`config.mk`:
```
export PLATFORM = sky130hd
export DESIGN_NAME = period_counter_flat
export DESIGN_NICKNAME = d
export VERILOG_FILES = /design/src/rtl/period_counter_pkg.sv /design/src/rtl/period_counter_if.sv /design/src/rtl/pc_prescaler.sv /design/src/rtl/period_counter.sv /design/src/flat_wrapper.sv
export SDC_FILE = /design/constraint.sdc
export NUM_CORES = 1
export LEC_CHECK = 0
export BUFFER_PORTS_ARGS = -buffer_cell sky130_fd_sc_hd__buf_2
export CORE_ASPECT_RATIO = 0.9
export CORE_UTILIZATION = 35
export CTS_CLUSTER_DIAMETER = 200
export DETAILED_ROUTE_END_ITERATION = 10
export PLACE_DENSITY = 0.54
export SYNTH_ARGS = -nofsm -noshare
export SYNTH_HDL_FRONTEND = slang
export SYNTH_SLANG_ARGS = --single-unit
export TNS_END_PERCENT = 30
```
`constraint.sdc`:
```
create_clock -name clk -period 9.16 [get_ports clk]
set_input_delay 0.458 -clock clk [delete_from_list [all_inputs] [get_ports clk]]
set_output_delay 0.458 -clock clk [all_outputs]
set_load 0.01 [all_outputs]
```
`src/rtl/period_counter_pkg.sv`:
```
// rtl/period_counter_pkg.sv - shared state encoding and default widths for period_counter
package period_counter_pkg;

  localparam int DEF_WIDTH = 32;
  localparam int DEF_PRE_W = 8;

  typedef enum logic [1:0] {
    IDLE = 2'd0,
    RUN  = 2'd1,
    DONE = 2'd2
  } state_t;

endpackage

```
`src/rtl/period_counter_if.sv`:
```
// rtl/period_counter_if.sv - valid/ready period load channel for period_counter
interface period_counter_if
  import period_counter_pkg::*;
#(
  parameter int WIDTH = DEF_WIDTH
);

  logic             period_valid;
  logic [WIDTH-1:0] period;
  logic             period_ready;

  modport master (
    output period_valid,
    output period,
    input  period_ready
  );

  modport slave (
    input  period_valid,
    input  period,
    output period_ready
  );

endinterface

```
`src/rtl/pc_prescaler.sv`:
```
// rtl/pc_prescaler.sv - divides clk into one tick every prescale+1 running cycles
module pc_prescaler
  import period_counter_pkg::*;
#(
  parameter int PRE_W = DEF_PRE_W
) (
  input  logic             clk,
  input  logic             r,
  input  logic             clear,
  input  logic             run,
  input  logic [PRE_W-1:0] prescale,
  output logic             tick
);

  logic [PRE_W-1:0] cnt;

  // tick fires on the last cycle of each prescale window while running
  assign tick = run & (cnt == prescale);

  // window counter: cleared by reset/clear, wraps on tick, holds while paused
  always_ff @(posedge clk) begin
    if (r || clear) begin
      cnt <= '0;
    end else if (tick) begin
      cnt <= '0;
    end else if (run) begin
      cnt <= cnt + PRE_W'(1);
    end
  end

endmodule

```
`src/rtl/period_counter.sv`:
```
// rtl/period_counter.sv - prescaled period counter with shadowed period load; optional capture via PERIOD_COUNTER_CAPTURE_EN
module period_counter
  import period_counter_pkg::*;
#(
  parameter int WIDTH = DEF_WIDTH,
  parameter int PRE_W = DEF_PRE_W
) (
  input  logic               clk,
  input  logic               r,
  input  logic               en,
  input  logic               stop,
  input  logic               clr,
  input  logic               oneshot,
  input  logic [PRE_W-1:0]   prescale,
  period_counter_if.slave    pif,
  output logic [WIDTH-1:0]   q,
  output logic               tc,
  output logic               busy
`ifdef PERIOD_COUNTER_CAPTURE_EN
  ,
  input  logic               cap_in,
  output logic [WIDTH-1:0]   cap_q,
  output logic               cap_valid
`endif
);

  state_t           state;
  state_t           state_n;
  logic [WIDTH-1:0] shadow;
  logic [WIDTH-1:0] active;
  logic [WIDTH-1:0] last_q;
  logic             pending;
  logic             os_lat;
  logic             tick;
  logic             run;
  logic             load_fire;
  logic             at_end;
  logic             term;
  logic             start;
  logic [WIDTH-1:0] next_active;

  // a new period may only be refused while one is already queued for the running cycle
  assign pif.period_ready = ~pending;
  assign load_fire        = pif.period_valid & pif.period_ready;
  assign busy             = (state == RUN);
  assign run              = (state == RUN) & en;

  // a load completing in the same cycle as a transfer goes straight to the active register
  assign next_active = load_fire ? pif.period : shadow;

  // period 0 is free-run, so the last count is the all-ones value
  assign last_q = (active == '0) ? '1 : (active - WIDTH'(1));
  assign at_end = (q == last_q);

  // terminal tick; stop and clr both outrank it and swallow the tc
  assign term  = tick & at_end & ~stop & ~clr;
  assign start = (state == IDLE) & en & ~stop;

  pc_prescaler #(
    .PRE_W (PRE_W)
  ) u_prescaler (
    .clk      (clk),
    .r        (r),
    .clear    (stop | clr),
    .run      (run),
    .prescale (prescale),
    .tick     (tick)
  );

  // state register
  always_ff @(posedge clk) begin
    if (r) begin
      state <= IDLE;
    end else begin
      state <= state_n;
    end
  end

  // next-state: start on en, finish on terminal count in one-shot, abort on stop
  always_comb begin
    state_n = state;
    case (state)
      IDLE: begin
        if (start) begin
          state_n = RUN;
        end
      end
      RUN: begin
        if (stop) begin
          state_n = IDLE;
        end else if (term && os_lat) begin
          state_n = DONE;
        end
      end
      DONE: begin
        if (stop || !en) begin
          state_n = IDLE;
        end
      end
      default: state_n = IDLE;
    endcase
  end

  // count, terminal pulse, shadow/active period and pending-load bookkeeping
  always_ff @(posedge clk) begin
    if (r) begin
      q       <= '0;
      tc      <= 1'b0;
      shadow  <= '0;
      active  <= '0;
      pending <= 1'b0;
      os_lat  <= 1'b0;
    end else begin
      tc <= term;

      if (load_fire) begin
        shadow <= pif.period;
      end

      if (stop || clr) begin
        q <= '0;
      end else if (tick) begin
        q <= at_end ? '0 : (q + WIDTH'(1));
      end

      if (start) begin
        active  <= next_active;
        os_lat  <= oneshot;
        pending <= 1'b0;
      end else if (term) begin
        active  <= next_active;
        pending <= 1'b0;
      end else if (load_fire && (state == RUN)) begin
        pending <= 1'b1;
      end

      if (stop) begin
        pending <= 1'b0;
      end
    end
  end

`ifdef PERIOD_COUNTER_CAPTURE_EN
  logic cap_r;
  logic cap_d;

  // register cap_in once, then snapshot q on its rising edge
  always_ff @(posedge clk) begin
    if (r) begin
      cap_r     <= 1'b0;
      cap_d     <= 1'b0;
      cap_q     <= '0;
      cap_valid <= 1'b0;
    end else begin
      cap_r     <= cap_in;
      cap_d     <= cap_r;
      cap_valid <= cap_r & ~cap_d;
      if (cap_r && !cap_d) begin
        cap_q <= q;
      end
    end
  end
`endif

endmodule

```
`src/flat_wrapper.sv`:
```
// flat-port wrapper written by rule: the top's interface ports become plain ports
module period_counter_flat import period_counter_pkg::*;
#(
  parameter int WIDTH = DEF_WIDTH,
  parameter int PRE_W = DEF_PRE_W
)
  (clk, r, en, stop, clr, oneshot, prescale, q, tc, busy, pif_period_valid, pif_period, pif_period_ready);
  period_counter_if #(.WIDTH(WIDTH)) pif_i ();
  input  logic clk;
  input  logic r;
  input  logic en;
  input  logic stop;
  input  logic clr;
  input  logic oneshot;
  input  logic [PRE_W-1:0] prescale;
  output logic [WIDTH-1:0] q;
  output logic tc;
  output logic busy;
  input wire logic [$bits(pif_i.period_valid)-1:0] pif_period_valid;
  input wire logic [$bits(pif_i.period)-1:0] pif_period;
  output wire logic [$bits(pif_i.period_ready)-1:0] pif_period_ready;
  assign pif_i.period_valid = pif_period_valid;
  assign pif_i.period = pif_period;
  assign pif_period_ready = pif_i.period_ready;
  period_counter #(.WIDTH(WIDTH), .PRE_W(PRE_W)) u_core (.clk(clk), .r(r), .en(en), .stop(stop), .clr(clr), .oneshot(oneshot), .prescale(prescale), .pif(pif_i), .q(q), .tc(tc), .busy(busy));
endmodule
```
==> metrics <==
I/O pin count 82; WP data required 9410 ps; Worst R2R End u_core.active[0]; total of max-cap violations 0; Synth Net Count between 800 and 900; # DRC 0; most common cell after layout, fill and taps aside dfxtp_1; Multi-input gate area 3930 um^2; DP Worst Slack around 4200 ps; H-tree levels 3; Peak VDD IR ~0.090 mV; Fin. Hold Viols 0; Cells after Synth 751; setup ws final 4120 ps; total gr overflow 0; GRT Max-Usage Layer met2; fillers around 1900; flops & latches, synth approximately 110; largest net degree at the start of global routing slightly above 70; Seq. cell area 2180 um^2; met1 Resource Use GR 25.6%; Power Dens Cells about 160 nW/um^2; total number of vias 5428; critical path capture point u_core.active[0]; Final Setup Violations 0; DRT Wirelength roughly 17000 um; clk slew on worst S/H paths approximately 70 ps; Max FO, Critical Path 32; Slew headroom 27.1%; first-pass GRT wire length 27200 um; post-DR vias/cell 5.15; die area about 19000 um^2; CP Capture Type register; Die Wd 144 um; Slew @ Worst Pin about 1100 ps; Psw roughly 350 uW; Worst Setup Start Kind register; syn_area_per_cell around 8.4 um^2; Sink Count 109; clk root buf clkbuf_16; n_diodes 0; synthesis warning total 0; RR Startpoint u_core.active[18]; post-route ant nets 0; CTS Hold Bufs 0; clk_skew roughly 7.4 ps; Initial DRC Count roughly 360; starting density of the core a little over a third; first-pass iteration count of the detailed router 5; clk_lat worst skew about 360 ps; CTS tree yes; Synth cell types approximately 70; Post-CTS Setup Bufs 0; Reg power frac approximately 44%; CTS max path bufs 2; sequential area share after synthesis 34.4%; share of layout cells above drive strength 1 roughly 18%; ys flop type dfxtp_1; Post-synth EDFFs 0; Async SR Flop Fraction 0%; Switching Share 30.4%; final period utilization 55.0%; clock power share about 32%; internal power approximately 790 uW; met3 GRT Util 3.34%; Highest Clock Rate a little under 0.2 GHz; worst hold path class input port to register; core area 17700 um^2; # nets final 860; Period minus WS final approximately 5000 ps; Final HPWL DP about 13000 um; CTS Buf Count 9; LEAKAGE 2.87 nW; Worst Path Class, Setup register to register; initial antenna violation count 0; Rows between 40 and 50; Reg2Reg Depth 10; GR Layer Usage met2 about 30%; area grow syn2layout 12.8%; setup TNS 0 ps; most frequent cells in the layout 109 x dfxtp_1, 107 x nand2_1, 81 x buf_2; average wire per standard cell roughly 16 um; GPL Wtd Cong 0.951; RSZ-0062 raised after global routing false; GRT Overall Usage about a fifth; CP Launch Point u_core.active[18]; Port Buf Inserts a little over 80; Die H around 130 um; post_cts resized 0; Logic pwr share a little under a quarter; outcome finished clean; Worst EP arrival around 5300 ps; number of global-route vias before repair slightly above 5000; fin. max-slew vios 0; R2R Setup Slk just over 4000 ps; mapped cell area between 6000 and 7000 um^2
==> cells in the mapped netlist (5+ instances only) <==
library cell / instances / area share, %
buf_2: 5 / 0.39
nand2_1: 107 / 6.3
mux2_4: 30 / 7.1
nand3_1: 25 / 2.0
nand2b_1: 5 / 0.49
clkbuf_1: 24 / 1.4
buf_6: 7 / 1.2
nand4_1: 16 / 1.6
or3_1: 13 / 1.3
dfxtp_1: 109 / 34
nor2b_1: 34 / 3.4
or4_1: 12 / 1.4
nor4b_1: 7 / 0.97
nor4_1: 17 / 1.7
nor2_1: 76 / 4.5
o21ai_0: 11 / 0.87
nor3_1: 21 / 1.7
and3_1: 12 / 1.2
xnor3_1: 6 / 2.1
xnor2_1: 28 / 3.9
a21oi_1: 51 / 4.0
inv_1: 9 / 0.53
xor2_1: 39 / 5.4
==> sequential cells by signal, indices dropped and copies added, names as in the netlist <==
register	cells
u_core.active	32
u_core.q	32
u_core.shadow	32
u_core.u_prescaler.cnt	8
u_core.state	2
u_core.os_lat	1
u_core.pending	1
u_core.tc	1
==> worst min-delay path by stage <==
stage	startpoint	end	slack (ps)	depth (start not counted)
5_1_grt	pif_period[29]	u_core.shadow[29]	380	3
4_1_cts	oneshot	u_core.os_lat	330	3
2_1_floorplan	u_core.shadow[0]	u_core.shadow[0]	440	2
3_5_place_dp	u_core.shadow[20]	u_core.shadow[20]	460	2
3_3_place_gp	u_core.shadow[10]	u_core.shadow[10]	460	2
6_report	oneshot	u_core.os_lat	340	3
==> worst max-delay path, stage by stage, from the launching register on <==
cell and delay [ps]:
dfxtp_1 390, or4_1 610, or4_1 640, nor4_4 780, o21ai_1 170, nor4b_1 380
and2_1 230, o2111ai_2 130, nor4_1 280, or2_2 890, mux2_2 410
==> cells by family (layout without fill, tap and decap cells) <==
family,count (synthesis),count (layout),share of synthesized area [%]
mux,37,37,8.27
buf+inv,47,110,3.71
fa+ha+maj,4,4,0.789
flops,109,109,34.4
simple gates,376,376,30.9
xor+xnor,73,73,11.4
compound gates,105,105,10.5
==> layer usage <==
layer	vias to the layer above	part of all wire (%)
met4	0	1.6
met2	126	45
met3	17	4.3
li1	2763	-
met1	2522	49
met5	-	0
==> stage by stage <==
stage | utilization (%) | instances | hold slack, ps | cell area [um^2] | power [mW]
2_1_floorplan | - | 751 | 435 | 6340 | 0.717
3_3_place_gp | 38.9 | 1038 | 456 | 6880 | 0.782
3_5_place_dp | 38.9 | 1038 | 458 | 6880 | 0.779
4_1_cts | 40.5 | 1054 | 332 | 7150 | 1.15
5_1_grt | 40.5 | 1054 | 375 | 7150 | 1.20
6_report | 40.5 | 1054 | 337 | 7150 | 1.14
==> power groups by stage <==
stage	Combinational, mW	Clock (mW)	Sequential [mW]
2_1_floorplan	0.212	0	0.506
3_3_place_gp	0.271	0	0.511
3_5_place_dp	0.268	0	0.511
4_1_cts	0.269	0.377	0.500
5_1_grt	0.298	0.395	0.502
6_report	0.271	0.366	0.500
==> final cells by class <==
cell class,count,area share [%]
timing repair buffer,85,6.09
clock buffer,12,3.45
clock inverter,4,0.332
tap,240,4.20
multi-input combinational,595,55.0
sequential,109,30.5
inverter,9,0.472
Power figures use the tool's default switching activity.
